**config.mk**
```make
export PLATFORM = sky130hd
export DESIGN_NAME = rr_arbiter_idx_flat
export DESIGN_NICKNAME = d
export VERILOG_FILES = /design/src/rtl/rr_arbiter_idx_if.sv /design/src/rtl/rr_arbiter_idx.sv /design/src/flat_wrapper.sv
export SDC_FILE = /design/constraint.sdc
export NUM_CORES = 1
export LEC_CHECK = 0
export BUFFER_PORTS_ARGS = -buffer_cell sky130_fd_sc_hd__buf_4
export CAP_MARGIN = 20
export CORE_AREA = 5 5 85 87
export CTS_BUF_LIST = sky130_fd_sc_hd__clkbuf_8 sky130_fd_sc_hd__clkbuf_16
export CTS_CLUSTER_DIAMETER = 40
export DETAILED_ROUTE_END_ITERATION = 6
export DIE_AREA = 0 0 90 92
export GPL_TIMING_DRIVEN = 0
export PLACE_DENSITY = 0.67
export SLEW_MARGIN = 30
export SYNTH_ARGS = -nofsm -noshare
export SYNTH_HDL_FRONTEND = slang
export SYNTH_SLANG_ARGS = --single-unit
export TNS_END_PERCENT = 100
```
**constraint.sdc**
```tcl
create_clock -name clk_i -period 3.94 [get_ports clk_i]
set_input_delay 0.394 -clock clk_i [delete_from_list [all_inputs] [get_ports clk_i]]
set_output_delay 0.394 -clock clk_i [all_outputs]
set_load 0.005 [all_outputs]
```
**src/rtl/rr_arbiter_idx_if.sv**
```systemverilog
// Request/grant bundle between the round-robin arbiter and its downstream decoder.
// The master side is the arbiter; the slave side is the consumer of the grant index.
interface rr_arbiter_idx_if #(
  parameter int NUM_REQ = 5
);
  localparam int IDX_W = $clog2(NUM_REQ);

  logic [NUM_REQ-1:0] req_i;
  logic [IDX_W-1:0]   gnt_idx_o;
  logic               gnt_valid_o;
  logic               gnt_ready_i;

  modport master (
    input  req_i,
    input  gnt_ready_i,
    output gnt_idx_o,
    output gnt_valid_o
  );

  modport slave (
    output req_i,
    output gnt_ready_i,
    input  gnt_idx_o,
    input  gnt_valid_o
  );
endinterface

```
**src/rtl/rr_arbiter_idx.sv**
```systemverilog
// Round-robin arbiter producing a registered binary grant index with valid/ready.
// Fair across any NUM_REQ >= 2; the priority pointer moves past each accepted grant.
module rr_arbiter_idx #(
  parameter int NUM_REQ = 5
) (
  input  logic              clk_i,
  input  logic              rst_i,
  rr_arbiter_idx_if.master  bus
);
  localparam int IDX_W = $clog2(NUM_REQ);

  typedef enum logic {IDLE, GRANT} state_t;

  state_t           state_q, state_d;
  logic [IDX_W-1:0] ptr_q, ptr_d;
  logic [IDX_W-1:0] gnt_idx_q, gnt_idx_d;
  logic             gnt_valid_q, gnt_valid_d;
  logic [IDX_W-1:0] next_ptr;

  function automatic logic [IDX_W-1:0] wrap_inc(input logic [IDX_W-1:0] p);
    if (p == IDX_W'(NUM_REQ - 1)) begin
      wrap_inc = '0;
    end else begin
      wrap_inc = p + IDX_W'(1);
    end
  endfunction

  // Cyclic scan starting at p; the first set bit encountered wins.
  function automatic logic [IDX_W-1:0] pick(input logic [NUM_REQ-1:0] req,
                                            input logic [IDX_W-1:0]   p);
    logic [IDX_W-1:0] res;
    logic [IDX_W-1:0] kk;
    logic             found;
    int               k;
    res   = '0;
    found = 1'b0;
    for (int i = 0; i < NUM_REQ; i++) begin
      k = int'(p) + i;
      if (k >= NUM_REQ) begin
        k = k - NUM_REQ;
      end
      kk = IDX_W'(k);
      if (!found && req[kk]) begin
        res   = kk;
        found = 1'b1;
      end
    end
    pick = res;
  endfunction

  always_comb begin
    state_d     = state_q;
    ptr_d       = ptr_q;
    gnt_idx_d   = gnt_idx_q;
    gnt_valid_d = gnt_valid_q;
    next_ptr    = wrap_inc(gnt_idx_q);
    case (state_q)
      IDLE: begin
        gnt_valid_d = 1'b0;
        if (|bus.req_i) begin
          gnt_idx_d   = pick(bus.req_i, ptr_q);
          gnt_valid_d = 1'b1;
          state_d     = GRANT;
        end
      end
      GRANT: begin
        // Without a handshake the grant is frozen regardless of req_i.
        if (bus.gnt_ready_i) begin
          ptr_d = next_ptr;
          if (|bus.req_i) begin
            gnt_idx_d = pick(bus.req_i, next_ptr);
          end else begin
            gnt_valid_d = 1'b0;
            state_d     = IDLE;
          end
        end
      end
      default: begin
        state_d     = IDLE;
        gnt_valid_d = 1'b0;
      end
    endcase
  end

  always_ff @(posedge clk_i) begin
    if (rst_i) begin
      state_q     <= IDLE;
      ptr_q       <= '0;
      gnt_idx_q   <= '0;
      gnt_valid_q <= 1'b0;
    end else begin
      state_q     <= state_d;
      ptr_q       <= ptr_d;
      gnt_idx_q   <= gnt_idx_d;
      gnt_valid_q <= gnt_valid_d;
    end
  end

  assign bus.gnt_idx_o   = gnt_idx_q;
  assign bus.gnt_valid_o = gnt_valid_q;
endmodule

```
**src/flat_wrapper.sv**
```systemverilog
// flat-port wrapper written by rule: the top's interface ports become plain ports
module rr_arbiter_idx_flat 
#(
  parameter int NUM_REQ = 5
)
  (clk_i, rst_i, bus_req_i, bus_gnt_ready_i, bus_gnt_idx_o, bus_gnt_valid_o);
  rr_arbiter_idx_if #(.NUM_REQ(NUM_REQ)) bus_i ();
  input  logic clk_i;
  input  logic rst_i;
  input wire logic [$bits(bus_i.req_i)-1:0] bus_req_i;
  input wire logic [$bits(bus_i.gnt_ready_i)-1:0] bus_gnt_ready_i;
  output wire logic [$bits(bus_i.gnt_idx_o)-1:0] bus_gnt_idx_o;
  output wire logic [$bits(bus_i.gnt_valid_o)-1:0] bus_gnt_valid_o;
  assign bus_i.req_i = bus_req_i;
  assign bus_i.gnt_ready_i = bus_gnt_ready_i;
  assign bus_gnt_idx_o = bus_i.gnt_idx_o;
  assign bus_gnt_valid_o = bus_i.gnt_valid_o;
  rr_arbiter_idx #(.NUM_REQ(NUM_REQ)) u_core (.clk_i(clk_i), .rst_i(rst_i), .bus(bus_i));
endmodule
```
==> results.md <==
* Status: complete, no violations
* # IOs at 12
* Pins Over Slew Limit at 0
* Cell Area, Placed at 0.00265 sq mm
* Routed wire length at between 7000 and 8000 um
* Nets at 386
* Layout cells sized above 1 at about a fifth
* Row count at 29
* Netlist Area Pre-Place at 0.00249 sq mm
* Syn Inst Count at 339
* Placer Congestion at slightly below 0.9
* Detailed Place HPWL at approximately 5600 um
* Max IR drop VDD at 0.000429 V
* CTS tree: done
* Synth cell types at 78
* Number of flops mapped to enable cells by yosys at 0
* Post-synthesis average cell area at ~7.3 sq um
* Post-route cell area at 0.00282 sq mm
* Seq cells post-synth at 8
* Syn_nets at 367
* RSZ-0062 raised after global routing: false
* Endpoints failing setup at 0
* GRT overflow at 0
* Number of port buffers at 9
* Num CTS Buffers at 3
* Core ar. at 0.00628 sq mm
* Post-synth top area share at 9.66%
* # diodes at 0
* Synth area leader: mux2i_1
* Later-pin clock latency in the skew report at 230 ps
* Post-synth top flop: dfxtp_1
* Startpoint Class: flip-flop
* Vias in the first global route at ~2500
* Initial DRC Count at 132
* Final hold viol count at 0
* Hold/Removal Path Class: reg2reg
* Period minus WS final at 3760 ps
* Pleak at 1.15 nW
* Pwr Total at 0.00228 W
* Layout area overhead at 13.5%
* DP Cell Count at 425
* Number of remaining DRC errors at 0
* Initial core utilization at approximately 40%
* Period utilization at 95.5%
* Clk_skew at between 4 and 5 ps
* Slew margin rel. at 61.4%
* Number of synthesis warnings at 0
* Largest net degree at the start of global routing at 11
* Setup ws final at about 180 ps
* Routed vias at 2664
* Wirelength per Cell at 16.7 um
* Worst slew pin tran at approximately 580 ps
* Routed Antenna Nets at 0
* Critical path arrival at 3920 ps
* CTS H-tree lvls at 1
* Largest cells by area after synthesis: mux2i_1, ha_1, dfxtp_1
* Crit path capture type: flip-flop
* Sequential-to-total area share from yosys stat at under 10%
* Clk sinks at 8
* Pre-CTS setup slack at -470 ps
* First-pass GRT wire length at roughly 12000 um
* Clock slew at reported path FFs at 40 ps
* Initial antenna violation count at 0
* Die area at 0.00828 sq mm
* PwrDens at 807 mW/mm^2
* Worst path required time at between 4000 and 5000 ps
* Overall Global Routing Usage at 16.7%
* Final setup TNS at 0 ps
* Vias per inst at 6.15
* Max_cap viols at 0
* Die height at around 90 um
* Fmax achieved at 266 MHz
* Non-filler cells, final at 433
* CP Max Fanout at 10
* Critical path class: reg2reg
* DRT Pass-1 Iters at 4
* Asr flop ratio synth at 0%
* Die outline width at 90 um
* Clock root buffer: clkbuf_8
* Clock buffer depth at 2
## layout make-up
class | instances | area, sq um
clock buffers | 3 | 41.3
well taps | 77 | 96.3
fillers | 664 | 3450
plain buffers | 23 | 129
multi-input cells | 283 | 2180
inverters | 24 | 98.8
repair buffers | 15 | 113
flip-flops and latches | 8 | 165
## stage by stage
stage / hold slack (ps) / util [%]
after global routing: 491 / 45.0
after global placement: 450 / 42.2
after detailed placement: 457 / 42.2
final: 462 / 45.0
after floorplan: 464 / -
after CTS: 466 / 43.7
## final timing paths
path,start,to,slack [ps],cells past startpoint
max,u_core.bus.gnt_idx_o[0],u_core.bus.gnt_idx_o[1],180,16
min,u_core.bus.gnt_valid_o,u_core.bus.gnt_valid_o,460,1
max reg2reg,u_core.bus.gnt_idx_o[0],u_core.bus.gnt_idx_o[1],180,16
min reg2reg,u_core.bus.gnt_valid_o,u_core.bus.gnt_valid_o,460,1
## metal layers
metal,wire length (um),part of all wire [%],global-route usage [%]
met1,3320,46,21.3
met2,3510,48,29.5
met3,311,4.3,2.21
met4,109,1.5,4.71
met5,0,0,0
## report_power, final
group	leakage, nW	switching (W)	internal [W]
clock network	0.0216	0.0000304	0.0000660
registers	0.0670	0.0000336	0.000101
logic	1.06	0.00112	0.000928
## kinds of logic (layout without fill, tap and decap cells)
logic type      after synthesis  after routing  share of synthesized area (%)
compound gates              103            103                           32.0
buf+inv                      48             65                           8.75
xor+xnor                     12             12                           4.23
simple gates                120            120                           25.7
mux                          28             28                           12.2
fa+ha+maj                    20             20                           10.7
flops                         8              8                           6.44
## worst max-delay path, stage by stage (launching register included)
cell      delay, ps
dfxtp_4         370
buf_6           100
inv_1            80
ha_2            200
buf_6           130
a21o_4          250
buf_6           150
ha_2            210
ha_4            260
a221oi_4        320
mux2i_2         340
mux2i_1         110
o221a_2         320
nor4_4          380
a211oi_2        130
a21oi_2         200
a221o_1         140
## state kept, by name, summed over array words and instances (netlist names)
signal,count
u_core.bus.gnt_idx_o,3
u_core.bus.gnt_valid_o,1
u_core.ptr_q,3
u_core.state_q,1
## placed cells by master (no fill, tap or decap), drive strengths merged, types with 8 or more instances in the layout
master  instances
xnor2          10
ha             18
nand2b         11
a21oi          18
nor2           29
inv            23
dfxtp           8
mux2i          24
clkbuf         11
buf            30
o21ai          14
nand3          11
nand2          28
## synthesized netlist by cell type (all sizes together), types with 3 or more instances
| cell | number |
|---|---|
| a2111oi | 3 |
| a211o | 6 |
| a211oi | 3 |
| a21oi | 18 |
| a221oi | 4 |
| a31oi | 7 |
| a32oi | 5 |
| buf | 16 |
| clkbuf | 8 |
| dfxtp | 8 |
| ha | 18 |
| inv | 23 |
| mux2 | 3 |
| mux2i | 24 |
| nand2 | 28 |
| nand2b | 11 |
| nand3 | 11 |
| nand3b | 3 |
| nand4 | 4 |
| nor2 | 29 |
| nor2b | 7 |
| nor3 | 5 |
| nor4 | 7 |
| o2111ai | 3 |
| o211ai | 4 |
| o21a | 4 |
| o21ai | 14 |
| o221ai | 4 |
| o22ai | 6 |
| o31ai | 3 |
| or2 | 3 |
| or3 | 3 |
| xnor2 | 10 |
## timing repair
item	CTS	global route
pin swaps	3	6
endpoints found under the setup margin	3	3
cloned	0	0
gates resized for setup	9	16
setup buffers	2	4
hold buffers	0	0
(Power assumes the default switching activity.)
